<file path="config.mk">
export PLATFORM = sky130hd
export DESIGN_NAME = hazard_flush_ctrl
export DESIGN_NICKNAME = d
export VERILOG_FILES = /design/src/rtl/hazard_flush_ctrl.sv
export SDC_FILE = /design/constraint.sdc
export NUM_CORES = 1
export LEC_CHECK = 0
export CORE_MARGIN = 10
export CORE_UTILIZATION = 30
export CTS_CLUSTER_SIZE = 8
export DETAILED_ROUTE_END_ITERATION = 10
export HOLD_SLACK_MARGIN = 0.15
export SLEW_MARGIN = 10
export SYNTH_ARGS = -nofsm -noshare
export SYNTH_HDL_FRONTEND = slang
export SYNTH_SLANG_ARGS = --single-unit
</file>
<file path="constraint.sdc">
create_clock -name clk -period 2.3 [get_ports clk]
set_input_delay 0.345 -clock clk [delete_from_list [all_inputs] [get_ports clk]]
set_output_delay 0.345 -clock clk [all_outputs]
set_load 0.01 [all_outputs]
</file>
<file path="src/rtl/hazard_flush_ctrl.sv">
// Hazard / flush control for the IF-ID-EX front end.
// Tracks the instructions in EX and MEM with a two-slot shadow scoreboard,
// detects RAW hazards against ID, turns taken branches into flushes and
// freezes the back half of the pipe while memory inserts wait states.
module hazard_flush_ctrl #(
  parameter int REG_W      = 5,
  parameter bit FORWARD_EN = 1'b1,
  parameter int CNT_W      = 32,
  parameter int TIMEOUT    = 1024
) (
  input  logic             clk,
  input  logic             rst,
  input  logic [REG_W-1:0] id_src1,
  input  logic [REG_W-1:0] id_src2,
  input  logic             id_two_src,
  input  logic             id_valid,
  input  logic             id_wb_en,
  input  logic             id_mem_read,
  input  logic [REG_W-1:0] id_dst,
  input  logic             ex_branch_taken,
  input  logic             mem_req,
  input  logic             mem_ready,
  output logic             pc_freeze,
  output logic             if_id_freeze,
  output logic             if_id_flush,
  output logic             id_ex_flush,
  output logic             pipe_freeze,
  output logic [1:0]       state,
  output logic [CNT_W-1:0] stall_cycles,
  output logic             mem_timeout
);

  typedef enum logic [1:0] {
    ST_RUN      = 2'd0,
    ST_MEM_WAIT = 2'd1
  } state_e;

  // Wait counter is wide enough to hold TIMEOUT-1 and saturates there.
  localparam int WAIT_W = $clog2(TIMEOUT) + 1;
  localparam logic [WAIT_W-1:0] WAIT_LAST = WAIT_W'(TIMEOUT - 1);

  // EX shadow slot
  logic             ex_valid_q,    ex_valid_d;
  logic             ex_wb_en_q,    ex_wb_en_d;
  logic             ex_mem_read_q, ex_mem_read_d;
  logic [REG_W-1:0] ex_dst_q,      ex_dst_d;

  // MEM shadow slot
  logic             mem_valid_q,   mem_valid_d;
  logic             mem_wb_en_q,   mem_wb_en_d;
  logic [REG_W-1:0] mem_dst_q,     mem_dst_d;

  // Wait-state FSM and statistics
  state_e           state_q,       state_d;
  logic [WAIT_W-1:0] wait_cnt_q,   wait_cnt_d;
  logic             mem_timeout_q, mem_timeout_d;
  logic [CNT_W-1:0] stall_cycles_q, stall_cycles_d;

  // Combinational control terms
  logic match_ex;
  logic match_mem;
  logic hazard;
  logic issue;
  logic mem_stall;

  // Source-vs-destination comparison against each in-flight slot.
  always_comb begin
    match_ex  = ex_valid_q & ex_wb_en_q &
                ((id_src1 == ex_dst_q) | (id_two_src & (id_src2 == ex_dst_q)));
    match_mem = mem_valid_q & mem_wb_en_q &
                ((id_src1 == mem_dst_q) | (id_two_src & (id_src2 == mem_dst_q)));
  end

  // With forwarding only a load in EX cannot supply its result in time;
  // without it, any producer still in EX or MEM blocks the reader.
  always_comb begin
    hazard = 1'b0;
    if (FORWARD_EN) begin
      hazard = id_valid & match_ex & ex_mem_read_q;
    end else begin
      hazard = id_valid & (match_ex | match_mem);
    end
  end

  // Freeze > branch flush > hazard stall; all outputs are zero-latency.
  always_comb begin
    mem_stall    = mem_req & ~mem_ready;
    pipe_freeze  = mem_stall;
    if_id_flush  = ex_branch_taken & ~mem_stall;
    id_ex_flush  = ~mem_stall & (ex_branch_taken | hazard);
    pc_freeze    = mem_stall | (hazard & ~ex_branch_taken);
    if_id_freeze = pc_freeze;
    issue        = id_valid & ~hazard & ~ex_branch_taken & ~mem_stall;
  end

  // Scoreboard advance: slots shift with the pipe and hold during a freeze.
  always_comb begin
    ex_valid_d    = ex_valid_q;
    ex_wb_en_d    = ex_wb_en_q;
    ex_mem_read_d = ex_mem_read_q;
    ex_dst_d      = ex_dst_q;
    mem_valid_d   = mem_valid_q;
    mem_wb_en_d   = mem_wb_en_q;
    mem_dst_d     = mem_dst_q;
    if (!mem_stall) begin
      mem_valid_d = ex_valid_q;
      mem_wb_en_d = ex_wb_en_q;
      mem_dst_d   = ex_dst_q;
      ex_valid_d  = issue;
      if (issue) begin
        ex_wb_en_d    = id_wb_en;
        ex_mem_read_d = id_mem_read;
        ex_dst_d      = id_dst;
      end
    end
  end

  // Wait-state FSM with saturating wait counter and sticky timeout flag.
  always_comb begin
    state_d       = state_q;
    wait_cnt_d    = wait_cnt_q;
    mem_timeout_d = mem_timeout_q;
    case (state_q)
      ST_RUN: begin
        if (mem_stall) begin
          state_d    = ST_MEM_WAIT;
          wait_cnt_d = '0;
        end
      end
      ST_MEM_WAIT: begin
        if (mem_ready | ~mem_req) begin
          state_d = ST_RUN;
        end
        if (wait_cnt_q != WAIT_LAST) begin
          wait_cnt_d = wait_cnt_q + 1'b1;
        end
        if (mem_stall && (wait_cnt_q == WAIT_LAST)) begin
          mem_timeout_d = 1'b1;
        end
      end
      default: begin
        state_d = ST_RUN;
      end
    endcase
  end

  // Stall statistics: count frozen-PC cycles, stick at all-ones.
  always_comb begin
    stall_cycles_d = stall_cycles_q;
    if (pc_freeze && (stall_cycles_q != {CNT_W{1'b1}})) begin
      stall_cycles_d = stall_cycles_q + 1'b1;
    end
  end

  // State registers; reset empties the scoreboard so no stale hazard survives.
  always_ff @(posedge clk or posedge rst) begin
    if (rst) begin
      ex_valid_q     <= 1'b0;
      ex_wb_en_q     <= 1'b0;
      ex_mem_read_q  <= 1'b0;
      ex_dst_q       <= '0;
      mem_valid_q    <= 1'b0;
      mem_wb_en_q    <= 1'b0;
      mem_dst_q      <= '0;
      state_q        <= ST_RUN;
      wait_cnt_q     <= '0;
      mem_timeout_q  <= 1'b0;
      stall_cycles_q <= '0;
    end else begin
      ex_valid_q     <= ex_valid_d;
      ex_wb_en_q     <= ex_wb_en_d;
      ex_mem_read_q  <= ex_mem_read_d;
      ex_dst_q       <= ex_dst_d;
      mem_valid_q    <= mem_valid_d;
      mem_wb_en_q    <= mem_wb_en_d;
      mem_dst_q      <= mem_dst_d;
      state_q        <= state_d;
      wait_cnt_q     <= wait_cnt_d;
      mem_timeout_q  <= mem_timeout_d;
      stall_cycles_q <= stall_cycles_d;
    end
  end

  assign state        = state_q;
  assign stall_cycles = stall_cycles_q;
  assign mem_timeout  = mem_timeout_q;

endmodule

</file>
==> Word-level counts from Yosys, hierarchy flattened <==
Index checks and enable logic that the tools add are counted.
{ "word_totals": {"ff_bits": 54, "latch_bits": 0, "ramBits": 0, "mem_bits_ro": 0, "out_inout_bits": 40, "elab_cells": 54, "memories": 0} }
{ "classes": {"n_addsub": 2, "mul": 0, "div_mod_pow": 0, "order_cmp": 0, "n_eq_ne": 9, "shifts": 0, "muxes": 6, "bitwise_logic": 21, "reduce_logical": 8} }
{ "ops": {"columns": ["operator", "n"], "rows": [
  ["$add A32 B1 Y32 const B", 1],
  ["$ne A32 B32 Y1 const B", 1],
  ["$mux W11", 2],
  ["$pmux W11 S2", 1],
  ["$and A1 B1 Y1", 12],
  ["$add A11 B1 Y11 const B", 1],
  ["$eq A11 B10 Y1 const B", 1],
  ["$ne A11 B10 Y1 const B", 1],
  ["$eq A5 B5 Y1", 2],
  ["$ne A2 B2 Y1 const B", 3],
  ["$reduce_and A2 Y1", 3],
  ["$not A1 Y1", 5],
  ["$mux W2", 2],
  ["$or A1 B1 Y1", 4],
  ["$pmux W2 S2", 1],
  ["$reduce_and A3 Y1", 1],
  ["$eq A2 B1 Y1 const B", 1],
  ["$logic_and A1 B1 Y1", 2],
  ["$logic_not A2 Y1", 1],
  ["$reduce_bool A2 Y1", 1]
]} }

==> Depth between registers and ports, before layout <==
{ "logic_depth": {"ltp_word": 11, "mapped_depth": 7, "depth_no_buf": 7} }

==> Worst setup path after synthesis <==
No wires, ideal clock.
{ "synth_path": {"path_kind": "register to register", "start": "register stall_cycles_q[0] (netlist: stall_cycles[0])", "end": "register stall_cycles_q[9] (netlist: stall_cycles[9])", "setup_time_ps": 126, "t_arrival_ps": 1699, "required_time_ps": 2174, "path_slack_ps": 475, "stages_incl_launch_ff": 8, "path_buffers": 0, "synth_period_minus_slack_ps": 1825, "path_cell_list": "dfrtp_1 -> ha_1 -> nand2_1 -> nor4_4 -> and4_1 -> nor3_1 -> nand4_1 -> xnor2_1"} }
{ "synth_between": {"elab_chain_len": 2, "word_cells_on_any_way": 3, "cone_classes": "add/sub: 1; eq/ne: 1; reduce/logical: 1"} }
{ "synth_lines": {"columns": ["item", "line_no", "text"], "rows": [
  ["start, declared", "57", "logic [CNT_W-1:0] stall_cycles_q, stall_cycles_d;"],
  ["start signal, assigned", "180", "stall_cycles_q <= stall_cycles_d;"],
  ["branches (longest 2 deep; another with $add A32 B1 Y32)", null, null]
]} }
Several ways; the timed one is not identified.
A chain may end at the register's enable or synchronous reset.

==> Final worst setup path <==
{ "layout_path": {"start": "input id_src1[4]", "end": "output pc_freeze"} }
{ "layout_between": {"elab_chain_len": 7} }
{ "layout_lines": {"columns": ["item", "line_no", "text"], "rows": [
  ["start, declared", "13", "input logic [REG_W-1:0] id_src1,"],
  ["$eq A5 B5 Y1", "69", "((id_src1 == ex_dst_q) | (id_two_src & (id_src2 == ex_dst_q)));"],
  ["$or A1 B1 Y1", "69", null],
  ["$and A1 B1 Y1", "68", "match_ex = ex_valid_q & ex_wb_en_q &"],
  ["$and A1 B1 Y1 (2 in series)", "79", "hazard = id_valid & match_ex & ex_mem_read_q;"],
  ["$and A1 B1 Y1", "91", "pc_freeze = mem_stall | (hazard & ~ex_branch_taken);"],
  ["$or A1 B1 Y1", "91", null],
  ["end, declared", "23", "output logic pc_freeze,"]
]} }
Every way passes these cells.

==> impl_metrics.json <==
{
  "antenna_cells": 0,
  "syn_avg_cell_area_um2": 10.56,
  "cts_buffer_depth": 2,
  "tightest_slew_ns": 0.5194,
  "timing.fmax_mhz": 458.9,
  "fin_crit_sh": 0.9475,
  "seq_area_frac_synth": 0.4887,
  "rows": 34,
  "relSlewSlack": 0.6516,
  "dp_worst_setup_slack_ns": -0.3166,
  "die_y_um": 115.1,
  "cts_sinks": 53,
  "grt_max_degree": 30,
  "area_delta_synth_final_pct": 34.44,
  "grt_pass1_vias": 2145,
  "finalSetupViolCount": 0,
  "synthTopCellsByCount": "53 x dfrtp_1, 42 x xnor2_1, 24 x nand2_1",
  "final.setup.worst_slack_ns": 0.1206,
  "dieArea_mm2": 0.01325,
  "drc": 0,
  "wl_per_cell_um": 14.70,
  "rsz0062_at_grt": "no",
  "antenna_found_initial": 0,
  "layout.nets": 362,
  "required_ns": 1.96,
  "synthesis.nets": 283,
  "maxSlewViolCount": 0,
  "period_needed_ns": 2.179,
  "crit_path_end_kind": "output pin",
  "clk_pin_slew_worst_paths_ns": 0.09,
  "track_usage": 0.1005,
  "dpl.hpwl_um": 5129,
  "viasPerCell": 4.836,
  "antenna_left": 0,
  "ys_warn_count": 0,
  "hp-class": "input pin to asynchronous set/reset pin",
  "synth_edf_count": 0,
  "cts_htree_levels": 2,
  "path_max_fanout": 5,
  "io_pins": 64,
  "synth_area_leaders": "dfrtp_1 49%, xnor2_1 14%, nand4_1 4.4%",
  "maxCapViolations": 0,
  "yosysMostFrequentCell": "dfrtp_1",
  "cts_tree": "done",
  "max_stage_delay_ns": 0.48,
  "vias": 2147,
  "grt.overflow.total": 0,
  "p_per_area_mw_per_mm2": 577.9,
  "io_buffer_count": 62,
  "cp_cell_sequence": "clkdlybuf4s50_1, xnor2_1, nand3_1, o22a_2, o31ai_4, buf_4, clkbuf_2",
  "synth_cell_type_count": 39,
  "numCtsBuffers": 5,
  "outcome": "complete, no violations",
  "coreArea_mm2": 0.008763,
  "nFillCells": 882,
  "grt_pass1_wl_um": 10950,
  "final-hold-violation-count": 0,
  "critPathTopFamily": "buffers and inverters",
  "synth-async-reset-ratio": 1.000,
  "fin_skew_ns": 0.008213,
  "critical_path_buf_inv_count": 3,
  "syn_area_mm2": 0.002714,
  "drt_iter0_drc": 83,
  "ir_drop_v": 0.0005462,
  "clock_latency_ns": 0.31,
  "syn-instance-count": 257,
  "final_cells": 444,
  "cts_hold_buf": 0,
  "critPathArrivalTime_ns": 1.83,
  "p_leak_nw": 1.508,
  "place_congestion": 0.7931,
  "crit_path_start_kind": "input pin",
  "dr.pass1.iters": 4,
  "slowest_stage": "clkdlybuf4s50_1",
  "wirelength_um": 6526,
  "dpl.cell_count": 436,
  "synth-seq-cells": 53,
  "synth_top_area_share": 0.4887,
  "drive_above_1_share": 0.1369,
  "initial_core_util": 0.3097,
  "cts_root_buf": "clkbuf_8",
  "synth_ff_type": "dfrtp_1",
  "fp.dieW_um": 115.1,
  "crit_type": "input pin to output pin",
  "yosys.area.top_type": "dfrtp_1"
}
==> routing by layer <==
layer	global-route usage	up-vias	share of wire	wire (um)
met2	0.1528	41	0.47	3062
met1	0.1292	1042	0.45	2935
met4	0.03383	0	0.013	87
met5	0	-	0	0
met3	0.03646	10	0.068	442
li1	-	1054	-	-
==> where the power goes <==
part | switching [mW] | total (mW) | internal, mW
clock | 0.296 | 0.535 | 0.240
sequential | 0.114 | 1.13 | 1.02
combinational | 0.189 | 0.444 | 0.255
==> final timing paths <==
path | cells past startpoint | from | slack, ns | to
hold / removal | 2 | rst | 0.31 | wait_cnt_q[1]$_DFFE_PP0P_
hold reg to reg | 2 | mem_timeout$_DFFE_PP0P_ | 0.48 | mem_timeout$_DFFE_PP0P_
setup reg to reg | 6 | stall_cycles[0]$_DFFE_PP0P_ | 0.20 | stall_cycles[1]$_DFFE_PP0P_
setup / recovery | 7 | id_src1[4] | 0.12 | pc_freeze
min in group clk | 2 | mem_timeout$_DFFE_PP0P_ | 0.48 | mem_timeout$_DFFE_PP0P_
max in group asynchronous | 3 | rst | 1.46 | stall_cycles[4]$_DFFE_PP0P_
==> cells in the final DEF (no fill, tap or decap), types with 2 or more instances in the layout <==
master           instances
xor2_1                   3
ha_1                     2
nand2_1                 24
and2_1                   5
xnor2_1                 42
o21ai_0                  8
clkbuf_2                 2
clkdlybuf4s50_1         59
nor2_1                  17
buf_4                   14
clkbuf_8                 6
mux2_2                   8
nand4_4                  2
and3_1                   7
nand4_1                 19
and4_1                   6
nand3_1                 21
dfrtp_1                 53
nand2b_1                 2
inv_1                    7
nor3_1                   5
==> area by class of cell <==
cell class / instances / area (um2) / share of cell area
multi-input combinational: 190 / 1325 / 0.3632
clock buffer: 7 / 86.33 / 0.02366
tap: 108 / 135.1 / 0.03704
inverter: 8 / 30.03 / 0.008230
timing repair buffer: 78 / 745.7 / 0.2044
sequential: 53 / 1326 / 0.3635
==> flip-flops by register name, indices dropped and copies added (netlist names) <==
signal and flops:
stall_cycles 32, wait_cnt_q 11, ex_dst_q 5, ex_mem_read_q 1, ex_valid_q 1, ex_wb_en_q 1, mem_timeout 1, state 1
==> per-stage QoR <==
| stage | cell area (um2) | hold slack (ns) | total power, mW | TNS (ns) | utilization |
|---|---|---|---|---|---|
| 2_1_floorplan | 2714 | 0.4502 | 1.362 | 0 | - |
| 3_3_place_gp | 3551 | 0.4761 | 1.586 | -3.109 | 0.4052 |
| 3_5_place_dp | 3551 | 0.4695 | 1.597 | -5.151 | 0.4052 |
| 4_1_cts | 3643 | 0.3140 | 2.138 | 0 | 0.4158 |
| 5_1_grt | 3649 | 0.3360 | 2.227 | 0 | 0.4163 |
| 6_report | 3649 | 0.3075 | 2.108 | 0 | 0.4163 |
==> logic make-up (layout without fill, tap and decap cells) <==
group | count (synthesis) | in the layout | synth area share
compound gates | 16 | 16 | 0.04380
xor+xnor | 45 | 45 | 0.1452
fa+ha+maj | 2 | 2 | 0.009219
buf+inv | 14 | 93 | 0.02720
flops | 53 | 53 | 0.4887
mux | 8 | 8 | 0.03320
other cells | 1 | 1 | 0.001382
simple gates | 118 | 118 | 0.2513
==> what timing repair did <==
action	CTS	global route
buffers inserted	1	0
setup endpoints to repair	3	15
pin swaps	1	1
gates resized for setup	5	5
hold endpoints to repair	0	0
No activity file was read; power rests on OpenSTA's default activity.
